File: config.mk
export PLATFORM = sky130hd
export DESIGN_NAME = shift_seq_ctrl_flat
export DESIGN_NICKNAME = d
export VERILOG_FILES = /design/src/rtl/shift_seq_ctrl_pkg.sv /design/src/rtl/shift_seq_ctrl_if.sv /design/src/rtl/shift_seq_ctrl_clk_div_cnt.sv /design/src/rtl/shift_seq_ctrl.sv /design/src/flat_wrapper.sv
export SDC_FILE = /design/constraint.sdc
export NUM_CORES = 1
export LEC_CHECK = 0
export ABC_AREA = 1
export CORE_MARGIN = 2
export CORE_UTILIZATION = 52
export CTS_BUF_LIST = sky130_fd_sc_hd__clkbuf_2 sky130_fd_sc_hd__clkbuf_4 sky130_fd_sc_hd__clkbuf_8
export DETAILED_ROUTE_END_ITERATION = 6
export PLACE_DENSITY = 0.88
export SETUP_SLACK_MARGIN = 0.05
export SYNTH_ARGS = -nofsm -noshare
export SYNTH_HDL_FRONTEND = slang
export SYNTH_HIERARCHICAL = 1
export SYNTH_SLANG_ARGS = --single-unit
File: constraint.sdc
create_clock -name Clk -period 1.9 [get_ports Clk]
set_clock_uncertainty 0.05 [all_clocks]
set_input_delay 0.19 -clock Clk [delete_from_list [all_inputs] [get_ports Clk]]
set_output_delay 0.19 -clock Clk [all_outputs]
set_load 0.01 [all_outputs]
File: src/rtl/shift_seq_ctrl_pkg.sv
// Shared types and default sizing for the serial frame sequencer.
package shift_seq_ctrl_pkg;
  localparam int DEF_WIDTH   = 9;
  localparam int DEF_CLK_DIV = 4;

  typedef enum logic [1:0] {
    ST_IDLE  = 2'd0,
    ST_LOAD  = 2'd1,
    ST_SHIFT = 2'd2,
    ST_DONE  = 2'd3
  } state_e;
endpackage

File: src/rtl/shift_seq_ctrl_if.sv
// Request/serializer-control bundle between a frame client and shift_seq_ctrl.
interface shift_seq_ctrl_if
  import shift_seq_ctrl_pkg::*;
#(
  parameter int WIDTH = DEF_WIDTH
);
  logic             Start;
  logic [WIDTH-1:0] Data_In;
  logic             Abort;
  logic             Reg_Msb;
  logic             Load;
  logic             Shift_En;
  logic [WIDTH-1:0] D;
  logic             Ready;
  logic             Busy;
  logic             Done;
  logic             Sdo;
  logic             Sclk;

  modport master (
    output Start, Data_In, Abort, Reg_Msb,
    input  Load, Shift_En, D, Ready, Busy, Done, Sdo, Sclk
  );

  modport slave (
    input  Start, Data_In, Abort, Reg_Msb,
    output Load, Shift_En, D, Ready, Busy, Done, Sdo, Sclk
  );
endinterface

File: src/rtl/shift_seq_ctrl_clk_div_cnt.sv
// Serial bit-period divider: counts 0..CLK_DIV-1, flags the last count and the
// last count of the low half so the caller can register Sclk edges.
module clk_div_cnt #(
  parameter int CLK_DIV = 4
) (
  input  logic clk,
  input  logic rst_n,
  input  logic clr,
  input  logic en,
  output logic tc,
  output logic half_tc
);
  localparam int            CW        = (CLK_DIV > 2) ? $clog2(CLK_DIV) : 1;
  localparam logic [CW-1:0] LAST      = CW'(CLK_DIV - 1);
  localparam logic [CW-1:0] HALF_LAST = CW'(CLK_DIV / 2 - 1);

  logic [CW-1:0] cnt_q, cnt_d;

  assign tc      = (cnt_q == LAST);
  assign half_tc = (cnt_q == HALF_LAST);

  always_comb begin
    cnt_d = cnt_q;
    if (clr)     cnt_d = '0;
    else if (en) cnt_d = tc ? '0 : cnt_q + CW'(1);
  end

  always_ff @(posedge clk or negedge rst_n) begin
    if (!rst_n) cnt_q <= '0;
    else        cnt_q <= cnt_d;
  end
endmodule

File: src/rtl/shift_seq_ctrl.sv
// Frame sequencer driving an external parallel-load / left-shift register:
// one LOAD strobe, then WIDTH bits MSB first, each CLK_DIV clocks long.
module shift_seq_ctrl
  import shift_seq_ctrl_pkg::*;
#(
  parameter int WIDTH   = DEF_WIDTH,
  parameter int CLK_DIV = DEF_CLK_DIV
) (
  input  logic             Clk,
  input  logic             Reset_n,
  shift_seq_ctrl_if.slave  bus
);
  localparam int            BW       = (WIDTH > 1) ? $clog2(WIDTH) : 1;
  localparam logic [BW-1:0] BIT_LAST = BW'(WIDTH - 1);

  state_e           state_q, state_d;
  logic [WIDTH-1:0] hold_q, hold_d;
  logic [BW-1:0]    bit_q, bit_d;
  logic             sclk_q, sclk_d;
  logic             in_shift, last_bit, div_clr, div_tc, div_half_tc;

  assign in_shift = (state_q == ST_SHIFT);
  assign last_bit = (bit_q == BIT_LAST);
  assign div_clr  = !in_shift || bus.Abort;

  clk_div_cnt #(.CLK_DIV(CLK_DIV)) u_div (
    .clk     (Clk),
    .rst_n   (Reset_n),
    .clr     (div_clr),
    .en      (in_shift),
    .tc      (div_tc),
    .half_tc (div_half_tc)
  );

  always_comb begin
    state_d = state_q;
    hold_d  = hold_q;
    bit_d   = '0;
    sclk_d  = 1'b0;
    case (state_q)
      ST_IDLE: if (bus.Start) begin
        hold_d  = bus.Data_In;
        state_d = ST_LOAD;
      end
      ST_LOAD: state_d = ST_SHIFT;
      ST_SHIFT: begin
        bit_d  = bit_q;
        sclk_d = sclk_q | div_half_tc;
        if (div_tc) begin
          sclk_d = 1'b0;
          if (last_bit) state_d = ST_DONE;
          else          bit_d   = bit_q + BW'(1);
        end
      end
      ST_DONE: state_d = ST_IDLE;
      default: state_d = ST_IDLE;
    endcase
    // Abort wins over everything, including a Start seen in IDLE.
    if (bus.Abort) begin
      state_d = ST_IDLE;
      hold_d  = hold_q;
      bit_d   = '0;
      sclk_d  = 1'b0;
    end
  end

  always_ff @(posedge Clk or negedge Reset_n) begin
    if (!Reset_n) begin
      state_q <= ST_IDLE;
      hold_q  <= '0;
      bit_q   <= '0;
      sclk_q  <= 1'b0;
    end else begin
      state_q <= state_d;
      hold_q  <= hold_d;
      bit_q   <= bit_d;
      sclk_q  <= sclk_d;
    end
  end

  // Strobes are masked by Abort so a cancelled frame never touches the register.
  assign bus.Load     = (state_q == ST_LOAD) && !bus.Abort;
  assign bus.Shift_En = in_shift && div_tc && !last_bit && !bus.Abort;
  assign bus.Done     = (state_q == ST_DONE) && !bus.Abort;
  assign bus.Ready    = (state_q == ST_IDLE);
  assign bus.Busy     = (state_q == ST_LOAD) || in_shift;
  assign bus.D        = hold_q;
  assign bus.Sdo      = bus.Reg_Msb;
  assign bus.Sclk     = sclk_q;
endmodule

File: src/flat_wrapper.sv
// flat-port wrapper written by rule: the top's interface ports become plain ports
module shift_seq_ctrl_flat import shift_seq_ctrl_pkg::*;
#(
  parameter int WIDTH   = DEF_WIDTH,
  parameter int CLK_DIV = DEF_CLK_DIV
)
  (Clk, Reset_n, bus_Start, bus_Data_In, bus_Abort, bus_Reg_Msb, bus_Load, bus_Shift_En, bus_D, bus_Ready, bus_Busy, bus_Done, bus_Sdo, bus_Sclk);
  shift_seq_ctrl_if #(.WIDTH(WIDTH)) bus_i ();
  input  logic Clk;
  input  logic Reset_n;
  input wire logic [$bits(bus_i.Start)-1:0] bus_Start;
  input wire logic [$bits(bus_i.Data_In)-1:0] bus_Data_In;
  input wire logic [$bits(bus_i.Abort)-1:0] bus_Abort;
  input wire logic [$bits(bus_i.Reg_Msb)-1:0] bus_Reg_Msb;
  output wire logic [$bits(bus_i.Load)-1:0] bus_Load;
  output wire logic [$bits(bus_i.Shift_En)-1:0] bus_Shift_En;
  output wire logic [$bits(bus_i.D)-1:0] bus_D;
  output wire logic [$bits(bus_i.Ready)-1:0] bus_Ready;
  output wire logic [$bits(bus_i.Busy)-1:0] bus_Busy;
  output wire logic [$bits(bus_i.Done)-1:0] bus_Done;
  output wire logic [$bits(bus_i.Sdo)-1:0] bus_Sdo;
  output wire logic [$bits(bus_i.Sclk)-1:0] bus_Sclk;
  assign bus_i.Start = bus_Start;
  assign bus_i.Data_In = bus_Data_In;
  assign bus_i.Abort = bus_Abort;
  assign bus_i.Reg_Msb = bus_Reg_Msb;
  assign bus_Load = bus_i.Load;
  assign bus_Shift_En = bus_i.Shift_En;
  assign bus_D = bus_i.D;
  assign bus_Ready = bus_i.Ready;
  assign bus_Busy = bus_i.Busy;
  assign bus_Done = bus_i.Done;
  assign bus_Sdo = bus_i.Sdo;
  assign bus_Sclk = bus_i.Sclk;
  shift_seq_ctrl #(.WIDTH(WIDTH), .CLK_DIV(CLK_DIV)) u_core (.Clk(Clk), .Reset_n(Reset_n), .bus(bus_i));
endmodule
==> results of run 1 <==
==> power groups by stage <==
stage                     sequential (mW)  clock (mW)  combinational (mW)
after global routing                0.580       0.209               0.926
after global placement              0.581           0               0.773
after detailed placement            0.584           0               0.789
after floorplan                     0.626           0               0.390
after CTS                           0.568       0.196               0.828
final                               0.566       0.183               0.846
==> cell usage in the layout (no fill, tap or decap) <==
| cell type | synthesis | routed |
|---|---|---|
| sky130_fd_sc_hd__a21oi_1 | 1 | 1 |
| sky130_fd_sc_hd__dfrtp_1 | 18 | 18 |
| sky130_fd_sc_hd__nand2_2 | 0 | 1 |
| sky130_fd_sc_hd__nand2_1 | 31 | 30 |
| sky130_fd_sc_hd__nand4_1 | 3 | 3 |
| sky130_fd_sc_hd__nand3_4 | 1 | 1 |
| sky130_fd_sc_hd__buf_4 | 1 | 8 |
| sky130_fd_sc_hd__clkdlybuf4s50_1 | 0 | 22 |
| sky130_fd_sc_hd__nand3_1 | 7 | 7 |
| sky130_fd_sc_hd__inv_2 | 1 | 1 |
| sky130_fd_sc_hd__nand2_4 | 1 | 1 |
| sky130_fd_sc_hd__nor2_1 | 14 | 14 |
| sky130_fd_sc_hd__ha_1 | 9 | 7 |
| sky130_fd_sc_hd__nand3b_1 | 1 | 1 |
| sky130_fd_sc_hd__clkbuf_4 | 0 | 3 |
| sky130_fd_sc_hd__o21ai_2 | 9 | 9 |
| sky130_fd_sc_hd__dlymetal6s2s_1 | 0 | 1 |
| sky130_fd_sc_hd__dlygate4sd2_1 | 0 | 4 |
| sky130_fd_sc_hd__ha_2 | 0 | 2 |
| sky130_fd_sc_hd__inv_1 | 22 | 22 |
==> logic make-up after synthesis <==
logic type | Yosys count | share of synthesized area, %
and+or+nand+nor | 58 | 25.5
buffers and inverters | 25 | 10.7
adders and majority gates | 9 | 11.1
AOI/OAI and AO/OA | 10 | 8.26
DFF | 18 | 44.4
==> sequential cells by signal, summed over array words and instances, names as in the netlist <==
name                flops
u_core/bit_q            4
u_core/bus.D            9
u_core/bus.Sclk         1
u_core/state_q          2
u_core/u_div/cnt_q      2
==> metal layers <==
| layer | wire (um) | global-route usage [%] |
|---|---|---|
| met5 | 0 | 0 |
| met4 | 12 | 8.11 |
| met3 | 105 | 6.67 |
| met2 | 1170 | 37.6 |
| met1 | 927 | 27.3 |
==> path summary, 6_finish.rpt <==
check                                  start                 to  slack, ps  cells past startpoint
max                        u_core/state_q[0]           bus_Load        160                      6
min                                  Reset_n    u_core/bit_q[1]        180                      1
max reg2reg                u_core/state_q[0]  u_core/state_q[0]        380                      8
min reg2reg                  u_core/bus.D[7]    u_core/bus.D[7]        440                      2
max in group asynchronous            Reset_n    u_core/bus.D[0]       1100                      2
min in group Clk                 bus_Reg_Msb            bus_Sdo        330                      0
==> worst max-delay path, stage by stage, from the launching register on <==
cell                            delay [ps]
sky130_fd_sc_hd__dfrtp_1               390
sky130_fd_sc_hd__buf_4                 140
sky130_fd_sc_hd__buf_4                 130
sky130_fd_sc_hd__ha_1                  180
sky130_fd_sc_hd__inv_1                  50
sky130_fd_sc_hd__nor2_1                 40
sky130_fd_sc_hd__dlygate4sd2_1         290
==> repair_timing <==
| action | CTS | global route |
|---|---|---|
| setup endpoints to repair | 4 | 2 |
| pin swaps | 0 | 0 |
| resized for setup | 6 | 2 |
| setup buffers | 5 | 1 |
==> area by class of cell <==
class | count | area [um2]
multi-input combinational | 77 | 463
sequential | 18 | 450
fill | 119 | 402
timing repair buffer | 35 | 328
inverter | 23 | 86.3
tap | 25 | 31.3
clock buffer | 3 | 22.5
==> metrics by stage <==
step           hold slack [ps]  worst slack, ps  area (um2)  power, mW  utilization (%)
2_1_floorplan             -156              552        1010       1.02                -
3_3_place_gp               330              190        1310       1.35             73.4
3_5_place_dp               330              131        1310       1.37             73.4
4_1_cts                    174             25.5        1370       1.59             76.8
5_1_grt                    180             61.9        1380       1.72             77.5
6_report                   176              160        1380       1.60             77.5
==> run summary, run 1 <==
The flow ran to the end, and the final reports show no timing, DRC or antenna violations. Measured along the y axis, the die boundary spans 48.2 um. Pin placement for this block handled 30 I/O pins.

STA puts the critical path data required time at 1660 ps. The most used standard cell by instance count after synthesis was sky130_fd_sc_hd__nand2_1. The number of levels in the clock H-tree was 1; the arrival time of the worst setup path was 1500 ps. The number of violations of the max-capacitance limit is 0, and the warning count from the yosys run is 6. The worst setup path is of the register to output port kind.

TritonCTS built the clock tree. The filler-free cell count of the finished design is 181, and the highest net fanout along the worst path is 2. The worst max-slew margin expressed relative to the limit was 66.4%; the clock latency on the worst-skew pair was 290 ps. Ratio of total power to cell area: 1160 nW/um2. The capturing element type of the critical path is an output port. After global routing the overflow that remains totals 0.

The core region is 1780 um2. The number of max-slew violations in the final report was 0. By count the netlist is led by sky130_fd_sc_hd__nand2_1, sky130_fd_sc_hd__inv_1, sky130_fd_sc_hd__dfrtp_1.

The slew at the pin closest to its max-slew limit was 502 ps. The average vias per placed instance works out to 4.80. The shortest clock period the worst path allows after layout was 1740 ps. The biggest area consumer among synthesized cells was sky130_fd_sc_hd__dfrtp_1. The logs give 53.0% for the combinational share of power and 172 for the number of placed cells counting well taps. The area share of the largest cell type after synthesis was 44.4%.

The most used flip-flop cell after synthesis is sky130_fd_sc_hd__dfrtp_1. Across all layers, the routed design uses 868 vias. The buffer levels on the longest clock path was 2.

The first global-routing pass estimated 3.45 mm of wire. For the number of hold violations in the final report, the log shows 0. Hold repair after CTS inserted 0 buffers. The synthesized design contains 0 enable-type register cells.

The logs give 768 for the via count of the first global-routing pass and 0.591 mW for the power spent charging and discharging nets. Setup repair after global routing left no endpoint under its margin. The total number of placement rows was 15; the register bit total from synthesis was 18. The length of the first detailed-routing pass in iterations came out at 4. After synthesis, the share of flip-flops with an asynchronous set or reset is 100%. After synthesis, the cell types taking the most area are sky130_fd_sc_hd__dfrtp_1, sky130_fd_sc_hd__nand2_1, sky130_fd_sc_hd__ha_1. The number of nets handed over by synthesis was 143. Internal power consumption: 1.00 mW. For the post-detailed-route count of antenna-violating nets, the log shows 0.

The global-route usage over all layers is 22.5%, and the fraction of power consumed by sequential logic is 35.5%. The count of buffers inserted at the top-level ports works out to 27. The logs give 19 for the largest net degree at the start of global routing and 120 for the synthesized instance count.

The portion of the post-synthesis area used by sequential elements is 44.4%. For this run, the post-layout net count is 181. In this run, distinct cell masters in the synthesized netlist total 15. The run gives 18 as the CTS sink count. Synthesized area per cell: 8.46 um2. Layout-stage area growth over the synthesis result: 36.1%. The die is 48.2 um wide. Summing every instance area after synthesis gives 1010 um2. After detailed routing, the total wire length is 2.22 mm. Of the available clock period, the critical path in the final layout requires 91.6%. The net switching share of the total power was 37.0%; the fraction of layout instances using a drive strength above 1 was 16.7%. The congestion estimate from routability-driven global placement came to 0.781.

The final setup TNS was 0 ps; the average wire length per cell after detail routing was 12.3 um. The clock transition at the register clock pins on the worst setup and hold paths after CTS was 90 ps; the starting density of the core was 56.9%. Across the VDD grid, the largest voltage drop is 0.755 mV. The total leakage power came out at 0.725 nW.

The buffer cell driving the clock tree root is sky130_fd_sc_hd__clkbuf_4. Setup violations remaining at the end of the flow were counted as 0. The HPWL after detailed placement is 1.57 mm. The tools report the number of antenna violations at the first check in global routing as 0. The tightest min-delay check is of the input pin to asynchronous set/reset pin type. The die covers 2320 um2. 0 antenna diodes ended up in the layout. STA classifies the critical path startpoint as a register. For this run, design rule violations remaining after detail routing come to 0. The run gives 3 as the TritonCTS buffer count. The clock network is responsible for 11.5% of the overall power. The detailed router finished its first iteration with 24 violations. Upper clock frequency limit: 0.575 GHz.
(Power assumes the default switching activity.)
==> inputs of run 2 (changes only) <==
- GPL_ROUTABILITY_DRIVEN: default -> 0
- SLEW_MARGIN: default -> 20
==> results of run 2 <==
Same layout as run 1: the final DEF is identical, and so are final timing and power.
==> inputs of run 3 (changes only) <==
- SKIP_LAST_GASP: default -> 1
==> results of run 3 <==
Same layout as run 1: the final DEF is identical, and so are final timing and power.
